File: src/rtl/bp_update_scheduler.sv
// Branch-predictor update scheduler.
// Owns the single-port 2-bit-counter pattern table and the global history
// register. Fetch lookups always get the table port. Resolved branches are
// queued and applied later as read-modify-write updates in idle port cycles.
//
// Ports:
//   clk, rst          clock, synchronous active-high reset
//   Fetch_Lookup      fetch wants a prediction (table read at Ghr)
//   Br_PredictedBit   Tbl_RData[1], meaningful when Pred_Valid=1
//   Pred_Valid        registered, high the cycle after a lookup
//   Br_Dectected      branch resolved this cycle
//   Br_Comp_Result    resolved outcome (1 = taken)
//   Br_Index          table index the branch was predicted with
//   Ghr               current global history
//   Tbl_En/We/Addr/WData, Tbl_RData   pattern-table SRAM port
//   Queue_Full        update FIFO holds FIFO_DEPTH entries
//   Upd_Drop          registered pulse: resolved branch discarded (queue full)
//   Busy              FIFO non-empty or update FSM not idle
//
// state | meaning
// IDLE  | waiting for a queued update and a free port; issues head read
// READ  | read data of head index arrives; captured into cnt_q
// WRITE | waiting for a free port to write the updated counter and pop
module bp_update_scheduler #(
    parameter int GHR_WIDTH  = 8,
    parameter int FIFO_DEPTH = 4
) (
    input  logic                 clk,
    input  logic                 rst,
    input  logic                 Fetch_Lookup,
    output logic                 Br_PredictedBit,
    output logic                 Pred_Valid,
    input  logic                 Br_Dectected,
    input  logic                 Br_Comp_Result,
    input  logic [GHR_WIDTH-1:0] Br_Index,
    output logic [GHR_WIDTH-1:0] Ghr,
    output logic                 Tbl_En,
    output logic                 Tbl_We,
    output logic [GHR_WIDTH-1:0] Tbl_Addr,
    output logic [1:0]           Tbl_WData,
    input  logic [1:0]           Tbl_RData,
    output logic                 Queue_Full,
    output logic                 Upd_Drop,
    output logic                 Busy
);

    localparam int PW = (FIFO_DEPTH > 1) ? $clog2(FIFO_DEPTH) : 1;
    localparam int CW = PW + 1;
    localparam logic [CW-1:0] DEPTH_C = CW'(FIFO_DEPTH);

    typedef enum logic [1:0] {
        IDLE  = 2'd0,
        READ  = 2'd1,
        WRITE = 2'd2
    } state_t;

    state_t               state_q, state_d;
    logic [GHR_WIDTH-1:0] ghr_q;
    logic                 pred_valid_q;
    logic                 drop_q;
    logic [1:0]           cnt_q;
    logic [1:0]           new_cnt;

    // FIFO entry = {index, taken}
    logic [GHR_WIDTH:0]   fifo_q [FIFO_DEPTH];
    logic [PW-1:0]        wr_ptr_q, rd_ptr_q;
    logic [CW-1:0]        count_q;

    logic                 pop, push;
    logic [GHR_WIDTH-1:0] head_idx;
    logic                 head_taken;

    assign head_idx   = fifo_q[rd_ptr_q][GHR_WIDTH:1];
    assign head_taken = fifo_q[rd_ptr_q][0];

    // A full queue can still accept when the head is popped in the same cycle.
    assign push = Br_Dectected && ((count_q < DEPTH_C) || pop);

    always_comb begin
        if (head_taken)
            new_cnt = (cnt_q == 2'b11) ? 2'b11 : cnt_q + 2'd1;
        else
            new_cnt = (cnt_q == 2'b00) ? 2'b00 : cnt_q - 2'd1;
    end

    always_comb begin
        state_d   = state_q;
        Tbl_En    = 1'b0;
        Tbl_We    = 1'b0;
        Tbl_Addr  = '0;
        Tbl_WData = 2'b00;
        pop       = 1'b0;

        if (Fetch_Lookup) begin
            Tbl_En   = 1'b1;
            Tbl_Addr = ghr_q;
        end

        case (state_q)
            IDLE: begin
                if ((count_q != '0) && !Fetch_Lookup) begin
                    Tbl_En   = 1'b1;
                    Tbl_Addr = head_idx;
                    state_d  = READ;
                end
            end
            READ: state_d = WRITE;
            WRITE: begin
                if (!Fetch_Lookup) begin
                    Tbl_En    = 1'b1;
                    Tbl_We    = 1'b1;
                    Tbl_Addr  = head_idx;
                    Tbl_WData = new_cnt;
                    pop       = 1'b1;
                    state_d   = IDLE;
                end
            end
            default: state_d = IDLE;
        endcase

        // Keep the port quiet during reset so an in-flight update never
        // produces a partial write.
        if (rst) begin
            Tbl_En    = 1'b0;
            Tbl_We    = 1'b0;
            Tbl_Addr  = '0;
            Tbl_WData = 2'b00;
            pop       = 1'b0;
        end
    end

    always_ff @(posedge clk) begin
        if (rst) begin
            state_q      <= IDLE;
            ghr_q        <= '0;
            pred_valid_q <= 1'b0;
            drop_q       <= 1'b0;
            cnt_q        <= 2'b00;
            wr_ptr_q     <= '0;
            rd_ptr_q     <= '0;
            count_q      <= '0;
        end else begin
            state_q      <= state_d;
            pred_valid_q <= Fetch_Lookup;
            drop_q       <= Br_Dectected && !push;
            if (Br_Dectected)
                ghr_q <= {Br_Comp_Result, ghr_q[GHR_WIDTH-1:1]};
            // Read data always belongs to the address issued in IDLE.
            if (state_q == READ)
                cnt_q <= Tbl_RData;
            if (push)
                wr_ptr_q <= wr_ptr_q + PW'(1);
            if (pop)
                rd_ptr_q <= rd_ptr_q + PW'(1);
            if (push && !pop)
                count_q <= count_q + CW'(1);
            else if (pop && !push)
                count_q <= count_q - CW'(1);
        end
    end

    always_ff @(posedge clk) begin
        if (!rst && push)
            fifo_q[wr_ptr_q] <= {Br_Index, Br_Comp_Result};
    end

    assign Ghr             = ghr_q;
    assign Pred_Valid      = pred_valid_q;
    assign Br_PredictedBit = Tbl_RData[1];
    assign Upd_Drop        = drop_q;
    assign Queue_Full      = (count_q == DEPTH_C);
    assign Busy            = (count_q != '0) || (state_q != IDLE);

endmodule
File: config.mk
export PLATFORM = sky130hd
export DESIGN_NAME = bp_update_scheduler
export DESIGN_NICKNAME = d
export VERILOG_FILES = /design/src/rtl/bp_update_scheduler.sv
export SDC_FILE = /design/constraint.sdc
export NUM_CORES = 1
export LEC_CHECK = 0
export ABC_AREA = 1
export BUFFER_PORTS_ARGS = -buffer_cell sky130_fd_sc_hd__buf_2
export CORE_AREA = 2 2 86 88
export CTS_CLUSTER_DIAMETER = 60
export CTS_CLUSTER_SIZE = 25
export DETAILED_ROUTE_END_ITERATION = 7
export DIE_AREA = 0 0 88 90
export HOLD_SLACK_MARGIN = 0.08
export SLEW_MARGIN = 40
export SYNTH_ARGS = -nofsm -noshare
export SYNTH_HDL_FRONTEND = slang
export SYNTH_SLANG_ARGS = --single-unit
File: constraint.sdc
create_clock -name clk -period 1.8 [get_ports clk]
set_input_delay 0.27 -clock clk [delete_from_list [all_inputs] [get_ports clk]]
set_output_delay 0.27 -clock clk [all_outputs]
set_load 0.03 [all_outputs]
# ---- Word level (Yosys, flattened, before mapping)
# Memories as Yosys holds them, arrays and structs flattened. A register that Yosys moved wholly into a read port is not among the register bits.
# Cells that the tools add are included.
# W data, S select, Z words.
dict set report word_totals {
  input_bits 15
  elab_cells 68
  ff_bits 21
  mem_bits_rw 36
  mem_count 1
  output_inout_bits 25
}
dict set report op_classes {
  reduce_logical 18
  mux 28
  n_addsub 6
  order_cmp 1
  n_eq_ne 6
}
# name depth word_bits read_ports rd_clocked_by_memory_dff write_ports line_no
set memory_table {}
lappend memory_table {fifo_q 4 9 1 1 1 65} ;# logic [GHR_WIDTH:0] fifo_q [FIFO_DEPTH];
# operator n
set op_table {}
lappend op_table {{$mux W8} 4}
lappend op_table {{$mux W2} 10}
lappend op_table {{$pmux W8 S2} 1}
lappend op_table {{$mux W1} 9}
lappend op_table {{$add A2 B1 Y2 const B} 3}
lappend op_table {{$logic_and A1 B1 Y1} 6}
lappend op_table {{$mux W3} 2}
lappend op_table {{$pmux W2 S3} 1}
lappend op_table {{$eq A2 B2 Y1 const B} 2}
lappend op_table {{$logic_not A1 Y1} 4}
lappend op_table {{$logic_not A2 Y1} 2}
lappend op_table {{$ne A2 B2 Y1 const B} 2}
lappend op_table {{$reduce_bool A2 Y1} 2}
lappend op_table {{$add A3 B1 Y3 const B} 1}
lappend op_table {{$eq A3 B3 Y1 const B} 1}
lappend op_table {{$lt A3 B3 Y1 const B} 1}
lappend op_table {{$reduce_bool A3 Y1} 1}
lappend op_table {{$sub A3 B1 Y3 const B} 1}
lappend op_table {{$eq A2 B1 Y1 const B} 1}
lappend op_table {{$logic_or A1 B1 Y1} 2}
lappend op_table {{$pmux W1 S2} 1}
lappend op_table {{$reduce_and A2 Y1} 1}
lappend op_table {{$sub A2 B1 Y2 const B} 1}

# ---- Depth between registers and ports, before layout
# Gate-level depths: netlist of run 1.
dict set report logic_depth {
  word_depth 9
  ltp_mapped 13
  mapped_depth_nobuf 13
}

# ---- Worst setup path after synthesis of run 1
# OpenSTA, ideal clock, no wires.
dict set report synth_timing {
  path_type {reg-to-reg}
  startpoint {register state_q[1]}
  endpoint {register count_q[2]}
  slack_ps 74
  required_time_ps 1687
  stages_incl_launch_ff 14
  path_buffers 0
  setup_time_ps 113
  period_less_slack_ps 1726
  t_arrival_ps 1614
  cell_sequence {dfxtp_1 inv_2 nor2_4 nand2_4 a21oi_4 ha_1 inv_1 fa_1 nor2_1 nor2_1 nand2_1 nand2_1 nand2_1 nor2_1}
}
dict set report synth_between {
  elab_chain_cells 8
  word_cells_on_any_way 11
  classes_between {eq/ne (1); mux (3); reduce/logical (7)}
}
# item line_no
set synth_rtl {}
lappend synth_rtl {{start, declared} 57} ;# state_t state_q, state_d;
lappend synth_rtl {{start signal, assigned} 143} ;# state_q <= state_d;
lappend synth_rtl {{$eq A2 B2 Y1 *} 99} ;# case (state_q)
lappend synth_rtl {{$mux W1 *} 99}
lappend synth_rtl {{$mux W1 *} 123} ;# if (rst) begin
lappend synth_rtl {{$logic_or A1 B1 Y1} 77} ;# assign push = Br_Dectected && ((count_q < DEPTH_C) || pop);
lappend synth_rtl {{$logic_and A1 B1 Y1} 77}
lappend synth_rtl {{$logic_not A1 Y1} 157} ;# else if (pop && !push)
lappend synth_rtl {{$logic_and A1 B1 Y1} 157}
lappend synth_rtl {{$reduce_bool A2 Y1 (no line)} n/a}
lappend synth_rtl {{end signal, assigned} 156} ;# count_q <= count_q + CW'(1);
lappend synth_rtl {{end signal, assigned} 158} ;# count_q <= count_q - CW'(1);
lappend synth_rtl {{end, declared} 67} ;# logic [CW-1:0] count_q;
# Every way passes the cells marked *; elsewhere a longest branch is shown, timed or not.
# A chain may end at the register's enable or synchronous reset.

==> run_results.csv, run 1 <==
group,metric,value,unit
run_status,status,"finished clean",
worst_setup_path,regToRegSetupSlack,0.08,ns
hold_path,hold_path_depth,1,
worst_setup_path,critPathKind,"flip-flop to output port",
die,io_pins,40,
place,place_hpwl,3920,um
routing,drtAntennaViolNets,0,
sta,setup_slack,0.0422,ns
hold_path,hp-class,"input port to flip-flop",
worst_setup_path,reg2reg_to,"count_q[2]",
grt,grt_max_degree,19,
worst_setup_path,r2r_start,"state_q[1]",
logic_synthesis,synth.largest_area_cell,"edfxtp_1",
routing,dr_total_vias,1948,
flow_run,max-cap-violations,0,
logic_synthesis,synth.area.top_cells,"edfxtp_1 40%, dfxtp_1 17%, nand2_1 7.4%",
cts,cts-root-buf,"clkbuf_8",
logic_synthesis,netlist_instances,262,
sta,hold_viol_final,0,
die,die_x,88,um
routing,drcViolationCount,0,
sta,tightest_slew,0.243,ns
logic_synthesis,synth_cell_type_count,28,
die,rows,31,
logic_synthesis,synth_common_cells,"53 x nand2_1, 36 x edfxtp_1, 29 x nor2_1",
pwr,powerDensity,958,nW/um^2
layout,regArea,1550,sq um
logic_synthesis,synthMuxAreaShare,0,%
grt,grt_pass1_wl,9160,um
logic_synthesis,synth-edff-count,36,
worst_setup_path,path_delay_family,"flip-flops",
sta,fmax,569,MHz
layout,multi_input_area,1020,sq um
layout,fill_cells,661,
grt,grt_pass1_vias,1853,
layout,finish.net_count,345,
logic_synthesis,synth_top_family_by_area,"simple AND/OR/NAND/NOR gates",
worst_setup_path,crit_fanout,6,
sta,finalSetupTns,0,ns
worst_setup_path,cp-end-kind,"output port",
grt,antenna_found_initial,0,
sta,finalMaxSlewViolations,0,
worst_setup_path,cpMostUsedCell,"nand2_1",
logic_synthesis,synth_xor_area_share,0,%
pwr,p_leak,1.39,nW
hold_path,worstHoldStart,"Br_Index[1]",
logic_synthesis,yosysWarnings,0,
worst_setup_path,critPathArrivalTime,1.49,ns
die,die_h,90,um
worst_setup_path,r2r_cells,13,
layout,instances_no_fill,427,
logic_synthesis,synth_compound_gate_area_share,7.04,%
logic_synthesis,avgSynthCellArea,10.3,sq um
layout,drive_above_1_share,37.8,%
cts,clkSlewWorstSetupHoldPaths,0.06,ns
worst_setup_path,crit_chain,"buf_4, nand2_1, nand3_1, nand2_1, o21ai_2, buf_6",
sta,finalSetupViolCount,0,
cts,cts_sinks,59,
place,place_congestion,0.787,
routing,drt_wl_total,5610,um
die,core,7020,sq um
pwr,peakVddDrop,394,uV
sta,finalCritPeriodShare,97.7,%
logic_synthesis,ys_ff_latch,59,
worst_setup_path,required,1.53,ns
logic_synthesis,ys.flop_type,"edfxtp_1",
logic_synthesis,async_flop_share,0,%
die,dieArea,7920,sq um
place,port_buffers,39,
sta,fin_crit,1.76,ns
cts,holdBufCountCts,0,
layout,final_util,47.8,%
pwr,power,3.22,mW
logic_synthesis,synth_area,2700,sq um
logic_synthesis,synth.yosys.seq_area_share,57.0,%
die,initial_utilization,38.5,%
worst_setup_path,path_buf_inv,2,
routing,via_per_inst,4.56,
cts,cts_buffers,9,
routing,initialDrtViolationCount,102,
logic_synthesis,synth_top_area_share,40.0,%
hold_path,holdPathEnd,"fifo_q[1][2]",
cts,htree_levels,3,
routing,routedWlPerCell,13.1,um
grt,grt_use_total,15.4,%
grt,gr-total-overflow,0,
logic_synthesis,synth-simple-area-share,26.4,%
sta,maxSlewHeadroom,83.6,%
layout,areaGrowthSynthToFinish,24.2,%
logic_synthesis,yosysMostFrequentCell,"nand2_1",
logic_synthesis,synthAdderAreaFrac,3.06,%
sta,finClkSkew,0.0106,ns
worst_setup_path,cp-start-kind,"flip-flop",
sta,holdWs,0.160,ns
place,dp_cells,409,
logic_synthesis,synth_nets,283,
cts,cts_buffer_depth,2,
layout,antenna_cells,0,
place,place_ws,-0.00669,ns
layout,fin_area,3360,sq um
worst_setup_path,cpMaxStageDelayCell,"dfxtp_4",
routing,first_pass_iters,4,
cts,clk_latency,0.34,ns
worst_setup_path,max_stage_delay,0.43,ns
cts,cts_tree,"yes",
place,dpl_cell_area,3070,sq um
sta,rsz0062_at_grt,"true",
power breakdown:
part / internal (mW) / total [mW] / leakage (nW) / switching [mW]
Clock: 0.613 / 1.09 / 0.0863 / 0.481
Sequential: 1.51 / 1.56 / 0.517 / 0.0560
Combinational: 0.202 / 0.558 / 0.782 / 0.356
Total: 2.32 / 3.22 / 1.39 / 0.893
layout make-up:
type / count / area share [%]
Inverter: 24 / 3.06
Timing Repair Buffer: 59 / 11.5
Sequential cell: 59 / 46.1
Clock inverter: 5 / 1.34
Clock buffer: 10 / 3.80
Multi-Input combinational cell: 171 / 30.5
Tap cell: 99 / 3.69
flip-flops by register name, indices dropped and copies added, names as in the netlist, named ones only:
name,count
cnt_q,2
Upd_Drop,1
count_q,3
Pred_Valid,1
state_q,2
Ghr,8
rd_ptr_q,2
fifo_q,36
wr_ptr_q,2
metal layers:
metal | global-route usage [%] | wire, um | vias up
met3 | 3.86 | 163 | 13
met1 | 19.4 | 2560 | 918
li1 | - | - | 993
met2 | 24.4 | 2780 | 24
met5 | 0 | 0 | -
met4 | 7.44 | 108 | 0
worst register-to-register path, cell delays in order (launching register included):
cell,delay (ns)
dfxtp_2,0.32
inv_2,0.04
nor2_4,0.13
nand2_4,0.08
a21oi_4,0.13
ha_2,0.19
inv_2,0.04
fa_2,0.34
nor2_2,0.11
nor2_1,0.04
nand2_1,0.07
nand2_1,0.05
nand2_1,0.05
nor2_1,0.03
worst max path at each step:
stage	endpoint	slack, ns	depth (start not counted)
CTS	count_q[2]	0.007	12
global placement	count_q[2]	0.04	13
detailed placement	count_q[2]	-0.007	13
floorplan	count_q[2]	0.07	13
finish	Tbl_Addr[5]	0.04	6
global route	count_q[2]	-0.06	13
cells by family (layout without fill, tap and decap cells):
logic type | count (synthesis) | after routing
AND/OR/NAND/NOR | 131 | 131
adder cells (fa/ha/maj) | 6 | 6
AO/OA/AOI/OAI | 34 | 34
buffers and inverters | 32 | 98
flip-flops | 59 | 59
what timing repair did:
item,CTS,global route
endpoints found under the setup margin,10,12
endpoints found under the hold margin,0,0
pin swaps,0,3
cloned,0,0
setup buffers,2,1
resized for setup,10,27
cell usage in the layout (no fill, tap or decap), drive strengths merged:
master	instances
nand2	67
buf	58
edfxtp	36
nor2	35
nand3	25
inv	24
o21ai	24
dfxtp	23
clkbuf	11
a21oi	9
ha	5
clkinv	4
nor3	2
nand4	1
o22ai	1
nand3b	1
fa	1
bufinv	1
(Power assumes the default switching activity.)
==> inputs of run 2 (changes only) <==
==> constraint.sdc (replaced) <==
create_clock -name clk -period 1.8 [get_ports clk]
set_input_delay 0.45 -clock clk [delete_from_list [all_inputs] [get_ports clk]]
set_output_delay 0.45 -clock clk [all_outputs]
set_load 0.03 [all_outputs]
==> run 2 against run 1 <==
The run now ends with setup timing left. First-iteration DRC count down 0.98%. Clock-buffer cell count up 4. Via count up 0.72%. Non-clock buffer count up 7. Worst hold slack better by 0.17 ns. Clock skew down 0.00052 ns. Core utilization up 4.6 points. Clock power up 4%. Power up 4.0%. Combinational power up 16%. Critical endpoint is now Tbl_Addr[4]. Critical path depth up 1. Final cell count up 2.3%. Highest routed layer unchanged. Largest power group unchanged.
==> run_results.csv, run 2 (synthesis gave the netlist of run 1 again) <==
group,metric,value,unit
worst_setup_path,required,1.35,ns
grt,grt_max_degree,15,
worst_setup_path,r2r_cells,12,
cts,clk_latency,0.33,ns
routing,drt_wl_total,5800,um
worst_setup_path,reg2reg_to,"count_q[2]",
flow_run,max-cap-violations,0,
cts,cts_sinks,59,
die,dieArea,7920,sq um
routing,via_per_inst,4.49,
routing,initialDrtViolationCount,101,
worst_setup_path,critPathArrivalTime,1.46,ns
layout,antenna_cells,0,
layout,drive_above_1_share,47.3,%
pwr,powerDensity,908,nW/um^2
grt,grt_pass1_wl,9320,um
routing,drtAntennaViolNets,0,
layout,finish.net_count,354,
layout,fill_cells,620,
sta,finalSetupViolCount,10,
die,die_h,90,um
sta,finalCritPeriodShare,106,%
sta,fmax,524,MHz
layout,largest_reg_flops,36,
routing,first_pass_iters,4,
run_status,status,"complete, but fails checks",
layout,regMostFlops,"fifo_q",
sta,finClkSkew,0.0101,ns
die,io_pins,40,
pwr,peakVddDrop,437,uV
worst_setup_path,crit_fanout,5,
worst_setup_path,cp-start-kind,"flip-flop",
sta,setup_slack,-0.108,ns
worst_setup_path,regToRegSetupSlack,0.06,ns
grt,grt_pass1_vias,1900,
cts,htree_levels,3,
run_status,failed_checks,"setup timing",
die,core,7020,sq um
die,die_x,88,um
worst_setup_path,path_buf_inv,3,
cts,cts_tree,"yes",
cts,cts_buffer_depth,2,
layout,areaGrowthSynthToFinish,36.2,%
grt,grt_use_total,15.5,%
worst_setup_path,cp-end-kind,"output port",
routing,drcViolationCount,0,
pwr,power,3.34,mW
place,place_ws,-0.145,ns
worst_setup_path,cpMaxStageDelayCell,"dfxtp_4",
worst_setup_path,crit_chain,"buf_12, inv_8, nand2_4, nand3_2, nand2_1, o21ai_1, buf_4",
place,port_buffers,39,
cts,clkSlewWorstSetupHoldPaths,0.07,ns
sta,rsz0062_at_grt,"true",
sta,hold_viol_final,0,
worst_setup_path,path_delay_family,"buffers and inverters",
pwr,p_leak,1.52,nW
worst_setup_path,max_stage_delay,0.41,ns
place,place_hpwl,4070,um
sta,maxSlewHeadroom,84.5,%
die,rows,31,
worst_setup_path,r2r_start,"state_q[0]",
worst_setup_path,cp.depth,7,
worst_setup_path,critPathKind,"flip-flop to output port",
routing,dr_total_vias,1962,
sta,finalMaxSlewViolations,0,
hold_path,hp-class,"input port to flip-flop",
grt,gr-total-overflow,0,
worst_setup_path,crit_path_end,"Tbl_Addr[4]",
die,initial_utilization,38.5,%
sta,fin_crit,1.91,ns
grt,antenna_found_initial,0,
routing,routedWlPerCell,13.3,um
cts,cts-root-buf,"clkbuf_8",
cts,holdBufCountCts,0,
sta,tightest_slew,0.230,ns
layout,multi_input_area,1120,sq um
cts,cts_buffers,9,
layout,final_cell_mix,"36 x nand2_1, 36 x edfxtp_1, 28 x nor2_1, 28 x buf_2, 20 x buf_4",
layout,regArea,1550,sq um
place,place_congestion,0.743,
-- run 2: timing repair --
action	4_1_cts	5_1_grt
endpoints found under the setup margin	10	13
gates cloned	3	0
gates resized for setup	41	33
pin swaps	21	10
setup buffers	1	3
-- run 2: worst min-delay path by stage --
stage | endpoint | depth (start not counted) | from | slack [ns]
finish | fifo_q[0][3] | 1 | Br_Index[2] | 0.33
global route | fifo_q[1][3] | 1 | Br_Index[2] | 0.32
CTS | fifo_q[0][3] | 1 | Br_Index[2] | 0.32
detailed placement | cnt_q[0] | 2 | cnt_q[0] | 0.50
global placement | cnt_q[0] | 2 | cnt_q[0] | 0.48
floorplan | cnt_q[0] | 2 | cnt_q[0] | 0.47
-- run 2: layout make-up --
| class | instances | share of cell area (%) |
|---|---|---|
| inverters | 24 | 2.65 |
| flip-flops and latches | 59 | 42.2 |
| clock inverters | 2 | 0.238 |
| repair buffers | 66 | 15.3 |
| repair inverters | 2 | 0.849 |
| clock buffers | 14 | 4.99 |
| well taps | 99 | 3.36 |
| multi-input cells | 171 | 30.5 |
-- run 2: report_power, final --
group	internal [mW]	total [mW]	switching, mW
registers	1.51	1.56	0.0557
clock network	0.653	1.13	0.481
logic	0.258	0.646	0.387
-- run 2: metal layers --
| metal | part of all wire, % | GRT usage, % | wire [um] |
|---|---|---|---|
| met1 | 43 | 19.4 | 2480 |
| met2 | 52 | 24.9 | 3020 |
| met3 | 2.1 | 2.30 | 122 |
| met4 | 3.0 | 8.85 | 172 |
| met5 | 0 | 0 | 0 |
-- run 2: through the flow --
step / instance area (sq um) / TNS, ns / instances / utilization, % / hold slack, ns
2_1_floorplan: 2710 / -0.0789 / 262 / - / 0.468
4_1_cts: 3550 / -0.923 / 434 / 50.6 / 0.320
3_3_place_gp: 3180 / -0.374 / 414 / 45.3 / 0.479
3_5_place_dp: 3180 / -0.550 / 414 / 45.3 / 0.500
6_report: 3680 / -0.720 / 437 / 52.5 / 0.335
5_1_grt: 3680 / -1.46 / 437 / 52.5 / 0.318
==> inputs of run 3 (changes only) <==
--- a/config.mk
+++ b/config.mk
@@ -7,12 +7,13 @@
 export LEC_CHECK = 0
 export ABC_AREA = 1
 export BUFFER_PORTS_ARGS = -buffer_cell sky130_fd_sc_hd__buf_2
-export CORE_AREA = 2 2 86 88
+export CORE_AREA = 2 2 81 83
 export CTS_CLUSTER_DIAMETER = 60
 export CTS_CLUSTER_SIZE = 25
 export DETAILED_ROUTE_END_ITERATION = 7
-export DIE_AREA = 0 0 88 90
+export DIE_AREA = 0 0 83 85
 export HOLD_SLACK_MARGIN = 0.08
+export PLACE_DENSITY = 0.66
 export SLEW_MARGIN = 40
 export SYNTH_ARGS = -nofsm -noshare
 export SYNTH_HDL_FRONTEND = slang
==> constraint.sdc (replaced) <==
create_clock -name clk -period 1.8 [get_ports clk]
set_input_delay 0.45 -clock clk [delete_from_list [all_inputs] [get_ports clk]]
set_output_delay 0.45 -clock clk [all_outputs]
set_load 0.02 [all_outputs]
==> run 3 against run 2 <==
The run still ends with setup timing left. Clock power about the same. Die area decreased by 11%. Core utilization increased by 5.3 points. First-iteration DRC count decreased by 5.0%. Final area decreased by 2.8%. Clock-buffer cell count decreased by 4. Final cell count decreased by 5.9%. Clock skew decreased by 0.0044 ns. Register-to-register slack improved by 0.05 ns. Fmax about the same. Worst hold slack improved by 0.0045 ns.
==> run_results.csv, run 3 (synthesis gave the netlist of run 1 again) <==
group,metric,value,unit
sta,setup_slack,-0.109,ns
die,initial_utilization,43.6,%
worst_setup_path,max_stage_delay,0.35,ns
die,dieArea,7060,sq um
pwr,p_comb_share,18.4,%
worst_setup_path,critPathKind,"flip-flop to output port",
grt,grt_use_total,16.9,%
cts,cts_sinks,59,
sta,finalSetupViolCount,10,
layout,antenna_cells,0,
sta,finalCritPeriodShare,106,%
grt,antenna_found_initial,0,
sta,maxSlewHeadroom,85.5,%
pwr,switchingPower,885,uW
layout,fin_area,3580,sq um
worst_setup_path,crit_chain,"buf_12, buf_12, nand2_1, nand3_2, nand2_2, o21ai_1, buf_4",
die,rows,29,
routing,drt_wl_total,5540,um
worst_setup_path,cpMaxStageDelayCell,"dfxtp_2",
sta,finalMaxSlewViolations,0,
sta,rsz0062_at_grt,"true",
worst_setup_path,required,1.35,ns
pwr,powerDensity,915,nW/um^2
cts,cts_buffer_depth,2,
cts,cts-root-buf,"clkbuf_8",
worst_setup_path,crit_fanout,8,
pwr,power.share.clock,34.0,%
worst_setup_path,critPathArrivalTime,1.46,ns
routing,drcViolationCount,0,
sta,fmax,524,MHz
worst_setup_path,cp-start-kind,"flip-flop",
run_status,failed_checks,"setup timing",
place,place_congestion,0.765,
layout,areaGrowthSynthToFinish,32.5,%
worst_setup_path,cpMostUsedCell,"buf_12",
routing,dr_total_vias,1969,
flow_run,max-cap-violations,0,
cts,cts_buffers,9,
routing,via_per_inst,4.79,
cts,holdBufCountCts,0,
cts,clk_latency,0.32,ns
cts,htree_levels,3,
hold_path,hp-class,"input port to flip-flop",
run_status,status,"complete, but fails checks",
pwr,switching_share,27.0,%
die,die_h,85,um
layout,finish.net_count,350,
grt,grt_pass1_vias,1954,
grt,grt_pass1_wl,9250,um
sta,tightest_slew,0.215,ns
place,dpl_cell_area,3130,sq um
cts,cts_tree,"yes",
die,io_pins,40,
place,place_hpwl,3840,um
pwr,p_leak,1.48,nW
pwr,pwr-share-seq,47.6,%
layout,regMostFlops,"fifo_q",
pwr,p_int,2.39,mW
routing,routedWlPerCell,13.5,um
die,die_x,83,um
layout,drive_above_1_share,45.5,%
layout,final_cell_mix,"38 x nand2_1, 36 x edfxtp_1, 29 x nor2_1, 29 x buf_2",
sta,fin_crit,1.91,ns
routing,drtAntennaViolNets,0,
sta,finClkSkew,0.00570,ns
pwr,peakVddDrop,456,uV
routing,initialDrtViolationCount,96,
routing,first_pass_iters,4,
cts,clkSlewWorstSetupHoldPaths,0.06,ns
grt,grt_max_degree,15,
layout,largest_reg_flops,36,
die,core,6200,sq um
grt,gr-total-overflow,0,
sta,hold_viol_final,0,
worst_setup_path,cp-end-kind,"output port",
layout,final_common_cell,"nand2_1",
place,port_buffers,39,
sta,finalSetupTns,-0.661,ns
pwr,power,3.28,mW
==> run 3: changes by cell type in the layout (fill, tap and decap cells not counted), moves of 2 or more <==
cell      previous run  this run
nand3_2             15        13
dfxtp_2              3         5
clkinv_2             1         3
dfxtp_4              2         0
clkbuf_8            11         9
nand2_1             36        38
nand3_1              9        11
nand2_4             15        13
o21ai_1              4         2
buf_4               20        18
==> run 3: final cells by class <==
class / instances / area, sq um
repair buffers: 63 / 534
fillers: 497 / 2620
multi-input cells: 171 / 1100
clock inverters: 6 / 56.3
flip-flops and latches: 59 / 1550
clock buffers: 10 / 128
well taps: 77 / 96.3
repair inverters: 1 / 11.3
inverters: 24 / 106
==> run 3: final timing paths <==
path	from	cells after the start	end	slack (ns)
min	Br_Index[6]	1	fifo_q[2][7]	0.34
min reg2reg	cnt_q[0]	2	cnt_q[0]	0.49
max	flip-flop	7	Tbl_Addr[7]	-0.11
max reg2reg	state_q[1]	13	count_q[2]	0.11
==> run 3: metal layers <==
metal	vias up	part of all wire (%)	GRT usage [%]
met2	36	50	27.6
met4	0	2.3	10.4
met3	9	3.8	3.99
li1	1008	-	-
met1	916	44	20.4
met5	-	0	0
==> run 3: per-stage QoR <==
stage / utilization (%) / hold slack [ns] / worst slack (ns) / cells
4_1_cts: 55.9 / 0.319 / -0.123 / 409
5_1_grt: 57.7 / 0.324 / -0.171 / 411
3_3_place_gp: 50.5 / 0.480 / -0.113 / 390
2_1_floorplan: - / 0.468 / -0.0191 / 262
3_5_place_dp: 50.5 / 0.489 / -0.150 / 390
6_report: 57.7 / 0.339 / -0.109 / 411
==> run 3: critical path: cells and delay by family, from the launching register on <==
| family | cells | cell delay [ns] |
|---|---|---|
| AOI/OAI and AO/OA | 1 | 0.12 |
| buffers and inverters | 3 | 0.45 |
| DFF | 1 | 0.35 |
| and+or+nand+nor | 3 | 0.21 |
==> run 3: power by group through the flow <==
stage | logic (mW) | clock network (mW) | registers [mW]
after CTS | 0.566 | 1.15 | 1.56
final | 0.604 | 1.11 | 1.56
after global placement | 0.501 | 0 | 1.58
after floorplan | 0.314 | 0 | 1.60
after global routing | 0.668 | 1.20 | 1.57
after detailed placement | 0.513 | 0 | 1.58
==> run 3: what timing repair did <==
item / in CTS / in global routing
pin swaps: 17 / 16
resized for setup: 34 / 27
hold endpoints to repair: 0 / 0
cloned: 2 / 0
setup buffers: 1 / 2
endpoints found under the setup margin: 10 / 12
